$ cat src/rtl/fetch_unit.sv
// IF stage: PC register, IF/ID pipeline register and redirect (jr > jump > branch) with squash of the wrong-path fetch.
// Redirect is combinational and takes effect on the next edge; stall freezes PC, IF/ID and fetch_count.
module fetch_unit #(
  parameter logic [31:0] RESET_PC = 32'h0000_3000
) (
  input  logic        clk,
  input  logic        rst,
  input  logic        stall,
  input  logic        branch,
  input  logic        jump,
  input  logic        jr,
  input  logic [31:0] jr_target,
  output logic [31:0] imem_addr,
  input  logic [31:0] imem_rdata,
  output logic [31:0] if_id_instr,
  output logic [31:0] if_id_pc,
  output logic [31:0] if_id_pc4,
  output logic        if_id_valid,
  output logic        redirect,
  output logic [31:0] fetch_count
);

  logic [31:0] pc_q, pc_d;
  logic [31:0] if_id_instr_q, if_id_instr_d;
  logic [31:0] if_id_pc_q, if_id_pc_d;
  logic [31:0] if_id_pc4_q, if_id_pc4_d;
  logic        if_id_valid_q, if_id_valid_d;
  logic [31:0] fetch_count_q, fetch_count_d;

  logic        take;
  logic [31:0] target;
  logic [31:0] pc_plus4;
  logic [31:0] branch_off;

  assign imem_addr   = pc_q;
  assign if_id_instr = if_id_instr_q;
  assign if_id_pc    = if_id_pc_q;
  assign if_id_pc4   = if_id_pc4_q;
  assign if_id_valid = if_id_valid_q;
  assign fetch_count = fetch_count_q;

  always_comb begin
    pc_plus4   = pc_q + 32'd4;
    branch_off = {{14{if_id_instr_q[15]}}, if_id_instr_q[15:0], 2'b00};
    take       = if_id_valid_q & (jr | jump | branch);
    redirect   = take & ~stall;

    target = if_id_pc4_q + branch_off;
    if (jr) begin
      target = jr_target;
    end else if (jump) begin
      target = {if_id_pc4_q[31:28], if_id_instr_q[25:0], 2'b00};
    end
  end

  always_comb begin
    pc_d          = pc_q;
    if_id_instr_d = if_id_instr_q;
    if_id_pc_d    = if_id_pc_q;
    if_id_pc4_d   = if_id_pc4_q;
    if_id_valid_d = if_id_valid_q;
    fetch_count_d = fetch_count_q;

    if (!stall) begin
      if (redirect) begin
        // The sequential fetch is on the wrong path: keep its address but mark it a bubble.
        pc_d          = target;
        if_id_instr_d = 32'd0;
        if_id_pc_d    = pc_q;
        if_id_pc4_d   = pc_plus4;
        if_id_valid_d = 1'b0;
      end else begin
        pc_d          = pc_plus4;
        if_id_instr_d = imem_rdata;
        if_id_pc_d    = pc_q;
        if_id_pc4_d   = pc_plus4;
        if_id_valid_d = 1'b1;
        fetch_count_d = fetch_count_q + 32'd1;
      end
    end
  end

  always_ff @(posedge clk) begin
    if (rst) begin
      pc_q          <= RESET_PC;
      if_id_instr_q <= 32'd0;
      if_id_pc_q    <= 32'd0;
      if_id_pc4_q   <= 32'd0;
      if_id_valid_q <= 1'b0;
      fetch_count_q <= 32'd0;
    end else begin
      pc_q          <= pc_d;
      if_id_instr_q <= if_id_instr_d;
      if_id_pc_q    <= if_id_pc_d;
      if_id_pc4_q   <= if_id_pc4_d;
      if_id_valid_q <= if_id_valid_d;
      fetch_count_q <= fetch_count_d;
    end
  end

endmodule

$ cat config.mk
export PLATFORM = sky130hd
export DESIGN_NAME = fetch_unit
export DESIGN_NICKNAME = d
export VERILOG_FILES = /design/src/rtl/fetch_unit.sv
export SDC_FILE = /design/constraint.sdc
export NUM_CORES = 1
export LEC_CHECK = 0
export ABC_AREA = 0
export BUFFER_PORTS_ARGS = -buffer_cell sky130_fd_sc_hd__buf_2
export CAP_MARGIN = 20
export CELL_PAD_IN_SITES_DETAIL_PLACEMENT = 0
export CELL_PAD_IN_SITES_GLOBAL_PLACEMENT = 1
export CORE_ASPECT_RATIO = 0.75
export CORE_MARGIN = 1
export CORE_UTILIZATION = 40
export DETAILED_ROUTE_END_ITERATION = 10
export GPL_TIMING_DRIVEN = 0
export PLACE_DENSITY = 0.85
export SYNTH_ARGS = -nofsm -noshare
export SYNTH_HDL_FRONTEND = slang
export SYNTH_SLANG_ARGS = --single-unit
$ cat constraint.sdc
create_clock -name clk -period 4.65 [get_ports clk]
set_input_delay 0.93 -clock clk [delete_from_list [all_inputs] [get_ports clk]]
set_output_delay 0.93 -clock clk [all_outputs]
set_load 0.005 [all_outputs]
Word-level counts from Yosys, hierarchy flattened. Index checks and enable logic that the tools add are counted.

Register bits after elaboration: 161. Input port bits: 70. Output and inout bits: 162. Word-level logic and storage cells: 21.

Add/sub/neg operators: 3. Reductions and logical operators: 1. Mux-type cells: 5. Bitwise operators: 6.

Operator list (count): $mux W32 (4); $add A32 B1 Y32 const B (1); $add A32 B3 Y32 const B (1); $add A32 B32 Y32 (1); $and A1 B1 Y1 (2); $not A1 Y1 (2); $or A1 B1 Y1 (2); $reduce_and A2 Y1 (1); $mux W1 (1).

Depth between registers and ports, before layout. Gate-level depths: netlist (run 1).

Depth in word-level cells: 6. Depth in mapped cells: 11. Gate-level depth less buffers: 11.

Worst setup path after synthesis (run 1). No wires, ideal clock.

Path type: register to register. Start point: reg if_id_instr_q[15], in the netlist if_id_instr[15]. End point: reg pc_q[31], in the netlist imem_addr[31]. Period minus slack after synthesis: 2.958 ns. Arrival time: 2.838 ns. Stages on the path, launching flop included: 10. Path buffers: 0. Required time: 4.530 ns. Slack: 1.692 ns. Library setup time: 0.120 ns. Cells stage by stage: dfxtp_1 > ha_1 > a21o_1 > a21oi_1 > o21ai_0 > o41ai_1 > mux2i_1 > a311oi_1 > mux2_1 > a211o_1.

Cells in the longest elaborated chain, start to end: 4.

Ends and longest elaborated chain: start, declared (line 24) `logic [31:0] if_id_instr_q, if_id_instr_d;`; start signal, assigned (line 93) `if_id_instr_q <= if_id_instr_d;`; $add A32 B32 Y32 (line 48) `target = if_id_pc4_q + branch_off;`; $mux W32 (line 51) `end else if (jump) begin`; $mux W32 (line 49) `if (jr) begin`; $mux W32 (line 65) `if (redirect) begin`; end signal, assigned (line 92) `pc_q <= pc_d;`; end, declared (line 23) `logic [31:0] pc_q, pc_d;`.

No other way between the ends. A chain may end at the register's enable or synchronous reset.

Worst setup path after layout (run 1).
Start point: in jr. End point: out redirect.

Cells in the longest elaborated chain, start to end: 4.

Ends and longest elaborated chain: start, declared (line 11) `input logic jr,`; $or A1 B1 Y1 (2 in series) (line 45) `take = if_id_valid_q & (jr | jump | branch);`; $and A1 B1 Y1 (line 45); $and A1 B1 Y1 (line 46) `redirect = take & ~stall;`; end, declared (line 19) `output logic redirect,`.

No other way between the ends.

==> flow_metrics.env, run 1 <==
export IMPL_status="finished clean"
export IMPL_die_area_um2=23500
export IMPL_cap_violations=0
export IMPL_drc=0
export IMPL_fin_ws_ns=0.828
export IMPL_reg2reg_from="if_id_instr[15]$_SDFFE_PP0N_"
export IMPL_cts_root_buf="clkbuf_16"
export IMPL_arrival_ns=2.89
export IMPL_syn_avg_cell_area_um2=7.74
export IMPL_cts_hold_buffers=0
export IMPL_synth_top_area_share_pct=34.8
export IMPL_setup_worst_path_end="redirect"
export IMPL_clk_path_buf_depth=2
export IMPL_slew_headroom_pct=37.9
export IMPL_cts_clk_slew_worst_paths_ns=0.07
export IMPL_finalSetupViolations=0
export IMPL_layout_nets=1530
export IMPL_reg2reg_depth=9
export IMPL_total_power_mw=3.46
export IMPL_post_route_util_pct=50.7
export IMPL_rsz0062_at_grt="no"
export IMPL_place_congestion=0.952
export IMPL_n_antenna_cell=0
export IMPL_drive_gt1_share_pct=20.6
export IMPL_drtIter0Drc=773
export IMPL_ir_drop_mv=0.246
export IMPL_dp_hpwl_um=25700
export IMPL_cts_resized=0
export IMPL_startpoint="jr"
export IMPL_fp_coreArea_um2=22200
export IMPL_design_area_um2=11300
export IMPL_hold_class="reg2reg"
export IMPL_skew_ns=0.00797
export IMPL_p_per_area_nw_per_um2=307
export IMPL_dominantRegCellSynth="dfxtp_1"
export IMPL_num_rows=47
export IMPL_crit_required_ns=3.72
export IMPL_post_place_ws_ns=0.916
export IMPL_syn_inst=1180
export IMPL_grt_antenna_before_repair=0
export IMPL_drt_total_wl_um=33300
export IMPL_final_cell_mix="243 x nor2_1, 234 x buf_2, 159 x dfxtp_1"
export IMPL_reg2reg_slack_ns=0.95
export IMPL_critPathLaunchType="input port"
export IMPL_clkLatencyLatePin_ns=0.44
export IMPL_die_h_um=133
export IMPL_final_hold_viol_count=0
export IMPL_yosys_warnings=0
export IMPL_cts_buffers=17
export IMPL_async_flop_share_pct=0
export IMPL_synth_seq_area_share_pct=34.8
export IMPL_synth_seq_cells=159
export IMPL_area_growth_pct=23.4
export IMPL_min_period_ns=3.82
export IMPL_synth_top_area_cell="dfxtp_1"
export IMPL_synth_area_leaders="dfxtp_1 35%, nor2_1 10%, a21oi_1 6.4%"
export IMPL_ant_nets=0
export IMPL_synth_edf_count=0
export IMPL_dr_pass1_iters=5
export IMPL_grt_pass1_wl_um=50600
export IMPL_cts_tree="done"
export IMPL_cp_max_fo=10
export IMPL_clock_sinks=159
export IMPL_end_kind="output port"
export IMPL_r2r_end="imem_addr[31]$_SDFFE_PP0N_"
export IMPL_syn_nets=1282
export IMPL_ioPinCount=232
export IMPL_clock_fmax_mhz=262
export IMPL_critPathKind="in2out"
export IMPL_wl_per_cell_um=19.2
export IMPL_vias=9521
export IMPL_place_area_um2=10700
export IMPL_grt_usage_pct=28.3
export IMPL_synth_cell_area_um2=9140
export IMPL_final_common_cell="nor2_1"
export IMPL_grt_ovfl_total=0
export IMPL_initial_core_util_pct=41.1
export IMPL_setup_tns_final_ns=0
export IMPL_slew_violations=0
export IMPL_io_buffers=229
export IMPL_ys_types=77
export IMPL_p_leak_nw=5.15
export IMPL_grt_pass1_vias=8733
export IMPL_tightest_slew_ns=0.931
export IMPL_timing_final_crit_share_pct=82.2
export IMPL_die_width_um=177
export IMPL_h_tree_depth=4
export IMPL_cts_setup_buffers=0
export IMPL_vias_per_cell=5.49
export IMPL_grt_max_degree=21
[stage by stage]
stage | instances | hold slack (ns)
3_5_place_dp | 1703 | 0.470
2_1_floorplan | 1180 | 0.462
5_1_grt | 1735 | 0.494
3_3_place_gp | 1703 | 0.453
4_1_cts | 1735 | 0.479
6_report | 1735 | 0.475
[worst min path at each step]
stage,from,end,depth (start not counted)
6_report,if_id_pc[14]$_SDFFE_PP0N_,if_id_pc[14]$_SDFFE_PP0N_,2
5_1_grt,if_id_pc[14]$_SDFFE_PP0N_,if_id_pc[14]$_SDFFE_PP0N_,2
4_1_cts,if_id_pc[14]$_SDFFE_PP0N_,if_id_pc[14]$_SDFFE_PP0N_,2
3_5_place_dp,if_id_pc[14]$_SDFFE_PP0N_,if_id_pc[14]$_SDFFE_PP0N_,2
3_3_place_gp,if_id_pc[14]$_SDFFE_PP0N_,if_id_pc[14]$_SDFFE_PP0N_,2
2_1_floorplan,if_id_pc[14]$_SDFFE_PP0N_,if_id_pc[14]$_SDFFE_PP0N_,2
[power breakdown]
part           internal (mW)  switching, mW  leakage [nW]  total, mW
clock network          0.872          0.639         0.301       1.51
registers               1.41         0.0581          1.29       1.47
logic                  0.185          0.300          3.56      0.485
[final cells by class]
cell class / instances / area (um2)
plain buffers: 85 / 398
clock buffers: 18 / 439
clock inverters: 14 / 181
fillers: 2277 / 11000
inverters: 14 / 52.6
multi-input cells: 922 / 5500
flip-flops and latches: 159 / 3180
well taps: 294 / 368
repair buffers: 229 / 1150
[layer usage]
layer | vias up | GRT usage (%) | wire (um)
li1 | 4585 | - | -
met3 | 58 | 5.09 | 2620
met5 | - | 0 | 0
met4 | 0 | 9.87 | 900
met1 | 4447 | 41.4 | 15800
met2 | 431 | 41.2 | 14000
[registers in the layout, summed over array words and instances (netlist names)]
name,flops
fetch_count,32
if_id_instr,32
if_id_pc,32
imem_addr,32
if_id_pc4,30
if_id_valid,1
[cell usage after synthesis, types with 4 or more instances]
cell	count
buf_2	5
buf_1	5
and2_1	4
or3_1	9
ha_1	31
nor2b_1	8
a221oi_1	4
o21ai_0	48
nor3_1	14
o21bai_1	8
xor2_1	39
and3_1	21
xnor2_1	48
nand2b_1	10
inv_1	14
a31oi_1	5
o22ai_1	9
nand3_1	34
a21oi_1	117
a21o_1	20
nor2_1	243
a211oi_1	12
nand2_1	102
nand4_1	13
buf_4	5
mux2i_1	37
dfxtp_1	159
clkbuf_1	64
o211ai_1	15
[critical path: stages]
cell and delay [ns]:
buf_2 0.24, o31a_1 0.30, nand2b_1 0.08, clkbuf_1 0.25, inv_1 0.18, clkbuf_1 0.67
buf_2 0.24
[kinds of logic (layout without fill, tap and decap cells)]
| logic type | after synthesis | after routing | synth area share [%] |
|---|---|---|---|
| AO/OA/AOI/OAI | 281 | 281 | 19.2 |
| XOR/XNOR | 87 | 87 | 8.34 |
| adder cells (fa/ha/maj) | 32 | 32 | 4.46 |
| buffers and inverters | 99 | 360 | 4.93 |
| flip-flops | 159 | 159 | 34.8 |
| multiplexers | 40 | 40 | 4.42 |
| AND/OR/NAND/NOR | 482 | 482 | 23.8 |
No activity file was read; power rests on OpenSTA's default activity.
==> inputs of run 2 (changes only) <==
--- a/config.mk
+++ b/config.mk
@@ -12,10 +12,10 @@
 export CELL_PAD_IN_SITES_GLOBAL_PLACEMENT = 1
 export CORE_ASPECT_RATIO = 0.75
 export CORE_MARGIN = 1
-export CORE_UTILIZATION = 40
+export CORE_UTILIZATION = 39
 export DETAILED_ROUTE_END_ITERATION = 10
 export GPL_TIMING_DRIVEN = 0
-export PLACE_DENSITY = 0.85
+export PLACE_DENSITY = 0.83
 export SYNTH_ARGS = -nofsm -noshare
 export SYNTH_HDL_FRONTEND = slang
 export SYNTH_SLANG_ARGS = --single-unit
==> constraint.sdc (replaced) <==
create_clock -name clk -period 3.7 [get_ports clk]
set_input_delay 0.74 -clock clk [delete_from_list [all_inputs] [get_ports clk]]
set_output_delay 0.74 -clock clk [all_outputs]
set_load 0.005 [all_outputs]
==> run 2 against run 1 <==
- sequential share of layout area is 0.055 points higher
- worst hold slack improved by 0.011 ns
- first-iteration DRC count grew 25%
- global-route usage is 1.1 points lower
- final cell count grew 0.40%
- power increased by 23%
- wire length grew 0.58%
==> flow_metrics.env, run 2 (synthesized netlist as in run 1, its figures left out) <==
export IMPL_hold_class="reg2reg"
export IMPL_die_area_um2=24100
export IMPL_p_leak_nw=5.14
export IMPL_final_cell_mix="243 x nor2_1, 234 x buf_2, 158 x dfxtp_1"
export IMPL_crit_family="compound AO/OA/AOI/OAI gates"
export IMPL_timing_final_crit_share_pct=96.4
export IMPL_grt_pass1_wl_um=49000
export IMPL_end_kind="register"
export IMPL_cts_setup_buffers=0
export IMPL_clkLatencyLatePin_ns=0.44
export IMPL_clk_path_buf_depth=2
export IMPL_cts_hold_buffers=0
export IMPL_dr_pass1_iters=5
export IMPL_fp_coreArea_um2=23000
export IMPL_critPathKind="reg2reg"
export IMPL_ioPinCount=232
export IMPL_drc=0
export IMPL_crit_required_ns=4.03
export IMPL_tightest_slew_ns=0.922
export IMPL_crit_chain="ha_1 > buf_6 > and4_4 > a21boi_1 > a41o_2 > o41ai_4 > o21a_4 > o41ai_1 > a311oi_1 > mux2_1 > a211o_1"
export IMPL_die_width_um=179
export IMPL_place_inst=1709
export IMPL_min_period_ns=3.57
export IMPL_initial_core_util_pct=39.7
export IMPL_cts_buffers=17
export IMPL_cts_root_buf="clkbuf_16"
export IMPL_layout_nets=1530
export IMPL_slew_violations=0
export IMPL_status="finished clean"
export IMPL_arrival_ns=3.90
export IMPL_design_area_um2=11300
export IMPL_clock_sinks=159
export IMPL_cap_violations=0
export IMPL_stdcell_count=1742
export IMPL_h_tree_depth=4
export IMPL_grt_pass1_vias=8466
export IMPL_io_buffers=229
export IMPL_rsz0062_at_grt="no"
export IMPL_critPathLaunchType="register"
export IMPL_drive_gt1_share_pct=20.7
export IMPL_cp_max_fo=7
export IMPL_final_common_cell="nor2_1"
export IMPL_place_area_um2=10700
export IMPL_vias=9557
export IMPL_skew_ns=0.0124
export IMPL_final_hold_viol_count=0
export IMPL_drtIter0Drc=969
export IMPL_p_per_area_nw_per_um2=378
export IMPL_clock_fmax_mhz=280
export IMPL_cts_clk_slew_worst_paths_ns=0.08
export IMPL_die_h_um=135
export IMPL_finalSetupViolations=0
export IMPL_area_growth_pct=23.2
export IMPL_ant_nets=0
export IMPL_grt_ovfl_total=0
export IMPL_dp_hpwl_um=25500
export IMPL_critPathSlowestCell="o41ai_4"
export IMPL_cts_tree="done"
export IMPL_grt_usage_pct=27.2
export IMPL_worst_path_buf_inv=1
export IMPL_grt_antenna_before_repair=1
export IMPL_drt_total_wl_um=33500
export IMPL_ir_drop_mv=0.289
export IMPL_slew_headroom_pct=38.6
export IMPL_fin_ws_ns=0.131
export IMPL_wl_per_cell_um=19.2
export IMPL_post_place_ws_ns=0.0210
export IMPL_place_congestion=0.925
export IMPL_cpPeakStageDelay_ns=0.57
export IMPL_cts_resized=0
export IMPL_vias_per_cell=5.49
export IMPL_grt_max_degree=21
export IMPL_num_rows=48
==> run 2: final timing paths <==
path         cells after the start                         from  slack, ns                          to
min                              2    if_id_pc[14]$_SDFFE_PP0N_       0.49   if_id_pc[14]$_SDFFE_PP0N_
min reg2reg                      2    if_id_pc[14]$_SDFFE_PP0N_       0.49   if_id_pc[14]$_SDFFE_PP0N_
max reg2reg                     11  if_id_instr[9]$_SDFFE_PP0N_       0.13  imem_addr[31]$_SDFFE_PP0N_
max                             11  if_id_instr[9]$_SDFFE_PP0N_       0.13  imem_addr[31]$_SDFFE_PP0N_
==> run 2: cell type report <==
| type | count | area [um2] |
|---|---|---|
| Fill cell | 2351 | 11700 |
| Multi-Input combinational cell | 922 | 5510 |
| Sequential cell | 159 | 3180 |
| Timing Repair Buffer | 229 | 1150 |
| Clock buffer | 17 | 425 |
| Buffer | 85 | 398 |
| Tap cell | 300 | 375 |
| Clock inverter | 15 | 163 |
| Inverter | 14 | 52.6 |
| Antenna cell | 1 | 2.50 |
==> run 2: per-layer routing <==
layer | global-route usage, % | vias to the layer above | part of all wire, %
met2 | 39.4 | 453 | 42
li1 | - | 4582 | -
met4 | 8.47 | 0 | 2.4
met5 | 0 | - | 0
met1 | 39.4 | 4469 | 46
met3 | 6.28 | 53 | 9.1
==> run 2: tightest hold or removal path, delay by kind of cell (launching register included) <==
| family | cells | cell delay [ns] |
|---|---|---|
| flops | 1 | 0.32 |
| simple gates | 1 | 0.06 |
| compound gates | 1 | 0.06 |
==> run 2: power by group <==
part / total (mW) / internal, mW / leakage [nW] / switching, mW
Clock: 1.80 / 0.911 / 0.288 / 0.893
Sequential: 1.84 / 1.77 / 1.29 / 0.0709
Combinational: 0.610 / 0.232 / 3.56 / 0.378
==> run 2: stage by stage <==
step	total power, mW	TNS [ns]	hold WS [ns]	utilization, %
after floorplan	2.22	0	0.462	-
after global placement	2.47	-0.00748	0.454	46.3
after detailed placement	2.48	0	0.467	46.3
after CTS	4.25	0	0.481	48.9
after global routing	4.40	0	0.512	48.9
final	4.25	0	0.485	48.9
